--- src/rtl/fifo_uart_pkg.sv ---
// Shared types, ASCII constants and helpers for the FIFO-to-UART hex dumper.
// Contents:
//   tx_state_e      - FSM state encoding used by the popper and the serialiser
//   char_sel_e      - which character the popper hands over (hex digit, CR or LF)
//   ASCII_*         - ASCII constants for digits, letters and line endings
//   nibble_to_ascii - 4-bit value to its upper-case ASCII hex character
//   line_end_char   - CR or LF byte
package fifo_uart_pkg;

  typedef enum logic [2:0] {
    StIdle,
    StPop,
    StLatch,
    StStart,
    StData,
    StStop
  } tx_state_e;

  typedef enum logic [1:0] {
    SelHex,
    SelCr,
    SelLf
  } char_sel_e;

  localparam logic [7:0] ASCII_0     = 8'h30;
  localparam logic [7:0] ASCII_A_OFS = 8'h37;  // 'A' - 10
  localparam logic [7:0] ASCII_CR    = 8'h0D;
  localparam logic [7:0] ASCII_LF    = 8'h0A;

  function automatic logic [7:0] nibble_to_ascii(input logic [3:0] nib);
    return ((nib < 4'd10) ? ASCII_0 : ASCII_A_OFS) + {4'b0000, nib};
  endfunction

  function automatic logic [7:0] line_end_char(input logic is_lf);
    return is_lf ? ASCII_LF : ASCII_CR;
  endfunction

endpackage

--- src/rtl/fifo_hex_uart_tx_if.sv ---
// FIFO read-port bundle between a FIFO and its reader.
// Signals:
//   fifo_rd_en   - single-cycle pop request from the reader
//   fifo_rd_data - 4-bit entry, valid the cycle after fifo_rd_en
//   fifo_empty   - registered empty flag from the FIFO
// Modports: master = reader side, slave = FIFO side.
interface fifo_hex_uart_tx_if;

  logic       fifo_rd_en;
  logic [3:0] fifo_rd_data;
  logic       fifo_empty;

  modport master (
    output fifo_rd_en,
    input  fifo_rd_data,
    input  fifo_empty
  );

  modport slave (
    input  fifo_rd_en,
    output fifo_rd_data,
    output fifo_empty
  );

endinterface

--- src/rtl/fifo_hex_uart_tx_uart_tx_8n1.sv ---
// 8N1 UART serialiser. A start strobe in idle loads the byte; the frame is one
// low start bit, eight data bits LSB first and one high stop bit, each
// CLKS_PER_BIT cycles long.
// Ports:
//   clk, rst - clock, asynchronous active-low reset
//   start    - load strobe, honoured only when idle
//   data     - byte to send
//   tx       - registered serial output, idle high
//   busy     - high from the first start-bit cycle to the last stop-bit cycle
//   done     - single-cycle pulse on the last stop-bit cycle
module uart_tx_8n1
  import fifo_uart_pkg::*;
#(
  parameter int unsigned CLKS_PER_BIT = 868
) (
  input  logic       clk,
  input  logic       rst,
  input  logic       start,
  input  logic [7:0] data,
  output logic       tx,
  output logic       busy,
  output logic       done
);

  localparam int unsigned CntW = $clog2(CLKS_PER_BIT);
  localparam logic [CntW-1:0] CntLast = CntW'(CLKS_PER_BIT - 1);

  tx_state_e       state_q, state_d;
  logic [CntW-1:0] cnt_q, cnt_d;
  logic [2:0]      bit_q, bit_d;
  logic [7:0]      shift_q, shift_d;
  logic            tx_q, busy_q, done_q;
  logic            bit_last;

  assign bit_last = (cnt_q == CntLast);

  always_comb begin
    state_d = state_q;
    cnt_d   = cnt_q + 1'b1;
    bit_d   = bit_q;
    shift_d = shift_q;
    case (state_q)
      StIdle: begin
        cnt_d = '0;
        if (start) begin
          shift_d = data;
          bit_d   = '0;
          state_d = StStart;
        end
      end
      StStart: begin
        if (bit_last) begin
          cnt_d   = '0;
          state_d = StData;
        end
      end
      StData: begin
        if (bit_last) begin
          cnt_d   = '0;
          shift_d = {1'b0, shift_q[7:1]};
          if (bit_q == 3'd7) begin
            state_d = StStop;
          end else begin
            bit_d = bit_q + 3'd1;
          end
        end
      end
      StStop: begin
        if (bit_last) begin
          cnt_d   = '0;
          state_d = StIdle;
        end
      end
      default: begin
        cnt_d   = '0;
        state_d = StIdle;
      end
    endcase
  end

  // Outputs are registered from the next state so tx never glitches.
  always_ff @(posedge clk or negedge rst) begin
    if (!rst) begin
      state_q <= StIdle;
      cnt_q   <= '0;
      bit_q   <= '0;
      shift_q <= '0;
      tx_q    <= 1'b1;
      busy_q  <= 1'b0;
      done_q  <= 1'b0;
    end else begin
      state_q <= state_d;
      cnt_q   <= cnt_d;
      bit_q   <= bit_d;
      shift_q <= shift_d;
      tx_q    <= (state_d == StStart) ? 1'b0 : (state_d == StData) ? shift_d[0] : 1'b1;
      busy_q  <= (state_d != StIdle);
      done_q  <= (state_d == StStop) && (cnt_d == CntLast);
    end
  end

  assign tx   = tx_q;
  assign busy = busy_q;
  assign done = done_q;

endmodule

--- src/rtl/fifo_hex_uart_tx.sv ---
// Drains a 4-bit FIFO one entry at a time and sends each entry as an ASCII hex
// character in an 8N1 UART frame.
// Optional feature macro: HEX_TX_CRLF_EN - after every LINE_LEN hex characters
// a CR and LF pair is sent without popping the FIFO.
// Ports:
//   clk, rst  - clock, asynchronous active-low reset
//   enable    - level; gates only the idle-to-pop decision
//   fifo      - FIFO read port (master side: fifo_rd_en out, data/empty in)
//   tx        - UART serial out, idle high
//   busy      - high from the pop cycle to the end of the stop bit
//   char_done - single-cycle pulse on the last stop-bit cycle of each character
module fifo_hex_uart_tx
  import fifo_uart_pkg::*;
#(
  parameter int unsigned CLK_HZ   = 100000000,
  parameter int unsigned BAUD     = 115200,
  parameter int unsigned LINE_LEN = 16
) (
  input  logic                      clk,
  input  logic                      rst,
  input  logic                      enable,
  fifo_hex_uart_tx_if.master        fifo,
  output logic                      tx,
  output logic                      busy,
  output logic                      char_done
);

  localparam int unsigned CLKS_PER_BIT = CLK_HZ / BAUD;

  if (CLKS_PER_BIT < 2 || LINE_LEN < 1) begin : g_bad_cfg
    $error("fifo_hex_uart_tx: need CLK_HZ/BAUD >= 2 and LINE_LEN >= 1");
  end

  tx_state_e  state_q, state_d;
  logic       rd_en_q, pre_busy_q;
  logic       ser_start, ser_busy, ser_done;
  logic [7:0] ser_data;

`ifdef HEX_TX_CRLF_EN
  localparam int unsigned LcW = (LINE_LEN > 1) ? $clog2(LINE_LEN) : 1;
  localparam logic [LcW-1:0] LcLast = LcW'(LINE_LEN - 1);

  char_sel_e      sel_q, sel_d;
  logic [LcW-1:0] line_cnt_q, line_cnt_d;

  // CR/LF passes through LATCH like a popped entry, but rd_data is ignored.
  assign ser_data = (sel_q == SelHex) ? nibble_to_ascii(fifo.fifo_rd_data)
                                      : line_end_char(sel_q == SelLf);
`else
  assign ser_data = nibble_to_ascii(fifo.fifo_rd_data);
`endif

  always_comb begin
    state_d = state_q;
`ifdef HEX_TX_CRLF_EN
    sel_d      = sel_q;
    line_cnt_d = line_cnt_q;
`endif
    case (state_q)
      StIdle:  if (enable && !fifo.fifo_empty) state_d = StPop;
      StPop:   state_d = StLatch;
      StLatch: state_d = StStart;
      // StStart here means the frame is in flight inside the serialiser.
      StStart: begin
        if (ser_done) begin
`ifdef HEX_TX_CRLF_EN
          case (sel_q)
            SelHex: begin
              if (line_cnt_q == LcLast) begin
                line_cnt_d = '0;
                sel_d      = SelCr;
                state_d    = StLatch;
              end else begin
                line_cnt_d = line_cnt_q + 1'b1;
                state_d    = StIdle;
              end
            end
            SelCr: begin
              sel_d   = SelLf;
              state_d = StLatch;
            end
            default: begin
              sel_d   = SelHex;
              state_d = StIdle;
            end
          endcase
`else
          state_d = StIdle;
`endif
        end
      end
      default: state_d = StIdle;
    endcase
  end

  always_ff @(posedge clk or negedge rst) begin
    if (!rst) begin
      state_q    <= StIdle;
      rd_en_q    <= 1'b0;
      pre_busy_q <= 1'b0;
`ifdef HEX_TX_CRLF_EN
      sel_q      <= SelHex;
      line_cnt_q <= '0;
`endif
    end else begin
      state_q    <= state_d;
      rd_en_q    <= (state_d == StPop);
      pre_busy_q <= (state_d == StPop) || (state_d == StLatch);
`ifdef HEX_TX_CRLF_EN
      sel_q      <= sel_d;
      line_cnt_q <= line_cnt_d;
`endif
    end
  end

  assign ser_start = (state_q == StLatch);

  uart_tx_8n1 #(
    .CLKS_PER_BIT(CLKS_PER_BIT)
  ) u_uart (
    .clk  (clk),
    .rst  (rst),
    .start(ser_start),
    .data (ser_data),
    .tx   (tx),
    .busy (ser_busy),
    .done (ser_done)
  );

  assign fifo.fifo_rd_en = rd_en_q;
  // pre_busy covers POP/LATCH, the serialiser covers START..STOP; they abut.
  assign busy      = pre_busy_q | ser_busy;
  assign char_done = ser_done;

endmodule

--- src/flat_wrapper.sv ---
// flat-port wrapper written by rule: the top's interface ports become plain ports
module fifo_hex_uart_tx_flat import fifo_uart_pkg::*;
#(
  parameter int unsigned CLK_HZ   = 100000000,
  parameter int unsigned BAUD     = 115200,
  parameter int unsigned LINE_LEN = 16
)
  (clk, rst, enable, tx, busy, char_done, fifo_fifo_rd_en, fifo_fifo_rd_data, fifo_fifo_empty);
  fifo_hex_uart_tx_if fifo_i ();
  input  logic clk;
  input  logic rst;
  input  logic enable;
  output logic tx;
  output logic busy;
  output logic char_done;
  output wire logic [$bits(fifo_i.fifo_rd_en)-1:0] fifo_fifo_rd_en;
  input wire logic [$bits(fifo_i.fifo_rd_data)-1:0] fifo_fifo_rd_data;
  input wire logic [$bits(fifo_i.fifo_empty)-1:0] fifo_fifo_empty;
  assign fifo_fifo_rd_en = fifo_i.fifo_rd_en;
  assign fifo_i.fifo_rd_data = fifo_fifo_rd_data;
  assign fifo_i.fifo_empty = fifo_fifo_empty;
  fifo_hex_uart_tx #(.CLK_HZ(CLK_HZ), .BAUD(BAUD), .LINE_LEN(LINE_LEN)) u_core (.clk(clk), .rst(rst), .enable(enable), .fifo(fifo_i), .tx(tx), .busy(busy), .char_done(char_done));
endmodule
--- config.mk ---
export PLATFORM = sky130hd
export DESIGN_NAME = fifo_hex_uart_tx_flat
export DESIGN_NICKNAME = d
export VERILOG_FILES = /design/src/rtl/fifo_uart_pkg.sv /design/src/rtl/fifo_hex_uart_tx_if.sv /design/src/rtl/fifo_hex_uart_tx_uart_tx_8n1.sv /design/src/rtl/fifo_hex_uart_tx.sv /design/src/flat_wrapper.sv
export SDC_FILE = /design/constraint.sdc
export NUM_CORES = 1
export LEC_CHECK = 0
export CAP_MARGIN = 5
export CORE_MARGIN = 4
export CORE_UTILIZATION = 50
export DETAILED_ROUTE_END_ITERATION = 12
export GPL_TIMING_DRIVEN = 0
export PLACE_DENSITY = 0.7
export SYNTH_ARGS = -nofsm -noshare
export SYNTH_HDL_FRONTEND = slang
export SYNTH_SLANG_ARGS = --single-unit
--- constraint.sdc ---
create_clock -name clk -period 3.7 [get_ports clk]
set_clock_uncertainty 0.1 [all_clocks]
set_input_delay 0.37 -clock clk [delete_from_list [all_inputs] [get_ports clk]]
set_output_delay 0.37 -clock clk [all_outputs]
set_load 0.03 [all_outputs]
==> impl_metrics.csv <==
group,metric,value,unit
outcome,status,"completed",
power_and_ir_drop,cellPowerDensity,385,nW/um2
floorplan,initial_core_util,53.6,%
worst_setup_path,startpoint_type,"primary input",
worst_setup_path,critPathCapture,"u_core.u_uart.shift_q[4]$_DFFE_PN0P_",
clock_network,htreeDepth,2,
global_route,grt_max_degree,19,
logic_synthesis,synth_nets,174,
logic_synthesis,synth_edf_count,0,
worst_setup_path,worstSetupEndpointType,"flip-flop",
worst_setup_path,startpoint,"fifo_fifo_rd_data[2]",
clock_network,cts-root-buf,"clkbuf_4",
power_and_ir_drop,clock_power_share,29.4,%
worst_setup_path,worstPathRequired,3.83,ns
global_route,grt_pass1_wl,5470,um
clock_network,cts_resized,0,
clock_network,post_cts_buffers,0,
power_and_ir_drop,max-vdd-ir-drop,0.192,mV
final_layout,syn_to_final_growth,15.6,%
placement,post-dp-hpwl,2490,um
final_layout,fin_util,62.0,%
worst_setup_path,critical_path_depth,9,
worst_setup_path,slowest_stage,"clkdlybuf4s50_1",
logic_synthesis,synth_area,1680,um2
worst_setup_path,cp.arrival,2.46,ns
global_route,track_usage,16.9,%
logic_synthesis,seq_area_frac_synth,46.3,%
clock_network,path_clk_slew,0.09,ns
logic_synthesis,synth_cell_type_count,51,
routing,wl_met1,1340,um
logic_synthesis,synth.top_cell.area_share,44.7,%
placement,gp_congestion,0.785,
final_layout,fillers,268,
timing,tns,0,ns
floorplan,dieArea,4350,um2
clock_network,cts_max_path_buffers,2,
power_and_ir_drop,totalPowerFinal,747,uW
power_and_ir_drop,p_switching,189,uW
logic_synthesis,syn_area_per_cell,10.6,um2
power_and_ir_drop,p_leak,0.000877,uW
worst_setup_path,reg2reg_setup_slack,1.41,ns
routing,first_pass_iters,4,
worst_setup_path,critical_path.top_delay_family,"compound AO/OA/AOI/OAI gates",
logic_synthesis,ys.warnings.count,0,
logic_synthesis,ys_ff_latch,31,
placement,port_buffers,11,
logic_synthesis,synth_area_leaders,"dfrtp_1 45%, ha_1 5.2%, nand3_1 3.0%",
floorplan,die_h,65.9,um
routing,avgRoutedWirePerCell,14.0,um
floorplan,ios,12,
timing,worst_pin_slew,0.722,ns
power_and_ir_drop,p_int,558,uW
worst_setup_path,crit_path_max_fanout,5,
worst_setup_path,cp_cell_sequence,"clkdlybuf4s50_1, o21a_1, ha_1, inv_1, fa_1, nor2b_1, o21ai_0, a22o_2, a21o_1",
flow_run,drv_cap,0,
floorplan,row_count,20,
placement,postPlaceCellArea,1870,um2
final_layout,regArea,777,um2
clock_network,clk_latency,0.33,ns
routing,viasPerCell,5.62,
timing,period_share,63.0,%
routing,via_count,1247,
logic_synthesis,yosys.area.top_type,"dfrtp_1",
timing,maxSlewViolCount,0,
clock_network,ctsHoldBuffers,0,
global_route,grt_pass1_vias,1224,
floorplan,die_x,65.9,um
routing,wl,3100,um
routing,wl_met2,1600,um
power_and_ir_drop,switching_share,25.3,%
timing,rsz0062_at_grt,"false",
worst_setup_path,cp_num_buf_inv,2,
global_route,antenna_found_initial,0,
routing,ant_nets,0,
routing,drcViolationCount,0,
final_layout,layout.nets,193,
clock_network,cts_inserted_buffers,5,
logic_synthesis,synth_cells,158,
worst_setup_path,reg2reg_depth,5,
worst_setup_path,r2r_start,"u_core.u_uart.cnt_q[7]$_DFF_PN0_",
timing,hold_viol,0,
clock_network,cts.sinks,31,
routing,drt_iter0_markers,47,
timing,setup_violations,0,
power_and_ir_drop,power_frac_comb,15.5,%
final_layout,antenna_cells,0,
logic_synthesis,async_flop_share,100,%
routing,wl_met3,134,um
timing,clock.fmax,0.429,GHz
routing,topRoutingLayerUsed,"met4",
worst_setup_path,critPathMaxStageDelay,0.53,ns
logic_synthesis,synthFlopType,"dfrtp_1",
global_route,overflow,0,
floorplan,coreArea,3130,um2
worst_setup_path,critical_path_class,"in2reg",
timing,slew_headroom,51.2,%
worst_setup_path,r2r_end,"u_core.u_uart.tx$_DFF_PN1_",
power_and_ir_drop,seq_power_share,55.1,%
clock_network,cts_tree,"done",
worst_hold_path,hold_path_class,"in2async",
final_layout,multi_input_area,856,um2
final_layout,final_cell_area,1940,um2
final_layout,layout-drive-gt1-share,18.0,%
timing,period_needed,2.33,ns
## state kept, by name, indices dropped and copies added, names as in the netlist
register / count
u_core.pre_busy_q: 1
u_core.u_uart.shift_q: 7
u_core.u_uart.tx: 1
u_core.u_uart.busy: 1
u_core.state_q: 3
u_core.u_uart.state_q: 3
u_core.u_uart.done: 1
u_core.fifo.fifo_rd_en: 1
u_core.u_uart.bit_q: 3
u_core.u_uart.cnt_q: 10
## cell families after synthesis
group / Yosys count / share of synthesized area [%]
compound gates: 37 / 18.4
buf+inv: 11 / 2.68
xor+xnor: 6 / 3.13
mux: 3 / 2.01
other cells: 1 / 0.223
flops: 31 / 46.3
fa+ha+maj: 8 / 6.41
simple gates: 61 / 20.8
## stage by stage
step	hold slack [ns]	instances	worst slack, ns
after floorplan	-0.0256	158	1.56
final	0.366	222	1.37
after global placement	0.360	213	1.15
after CTS	0.368	222	1.39
after global routing	0.379	222	1.15
after detailed placement	0.365	214	1.03
## worst register-to-register path, stage by stage (launching register included)
cell and delay, ns:
dfrtp_1 0.44, nor4b_1 0.68, nand3_1 0.23, a21oi_1 0.39
inv_1 0.12, o31ai_1 0.24
## cells in the final DEF (no fill, tap or decap), drive strengths merged, types with 2 or more instances in the layout
master          n
o21ba           2
dfrtp          30
clkdlybuf4s50  11
nor2           13
nand3          10
a22o            3
and2            2
or3             3
o22ai           2
buf             2
nor4b           2
nor4            2
o31ai           2
o21a            2
a21oi           5
a21o            2
o21ai           5
xnor2           2
mux2            3
a221o           4
nor3            6
nand2           9
xor2            4
nor2b           5
inv            10
ha              7
clkbuf          8
## routing by layer
| metal | vias up | GRT usage, % |
|---|---|---|
| li1 | 620 | - |
| met3 | 4 | 6.46 |
| met5 | - | 0 |
| met4 | 0 | 6.35 |
| met1 | 602 | 19.3 |
| met2 | 21 | 28.7 |
## power by group through the flow
stage | clock network (uW) | registers, uW | logic [uW]
floorplan | 0 | 411 | 77.9
global placement | 0 | 416 | 109
detailed placement | 0 | 418 | 116
CTS | 228 | 411 | 118
global route | 252 | 417 | 130
finish | 220 | 412 | 116
## worst min path at each step
stage / to / slack [ns] / cells after the start
detailed placement: u_core.u_uart.shift_q[4]$_DFFE_PN0P_ / 0.36 / 1
global route: u_core.u_uart.cnt_q[4]$_DFF_PN0_ / 0.38 / 1
CTS: u_core.u_uart.shift_q[4]$_DFFE_PN0P_ / 0.37 / 1
finish: u_core.u_uart.shift_q[4]$_DFFE_PN0P_ / 0.37 / 1
floorplan: u_core.fifo.fifo_rd_en$_DFF_PN0_ / -0.03 / 0
global placement: u_core.u_uart.shift_q[4]$_DFFE_PN0P_ / 0.36 / 1
## cells in the mapped netlist, types with 3 or more instances
cell and number:
nand2_1 9, a221o_2 3, ha_1 7, o21ai_0 5, nor2b_1 5, nand3_1 10
dfrtp_1 30, nor3_1 6, xor2_1 4, a21oi_1 5, inv_1 10, a22o_2 3
nor2_1 12, mux2_2 3
## layout make-up
cell class | instances | area share [%]
multi-input cells | 116 | 44.1
flip-flops and latches | 31 | 40.1
repair buffers | 12 | 7.10
clock buffers | 8 | 3.55
well taps | 44 | 2.84
inverters | 10 | 1.94
plain buffers | 1 | 0.387
Note: power is estimated with default switching activity, not from simulation.
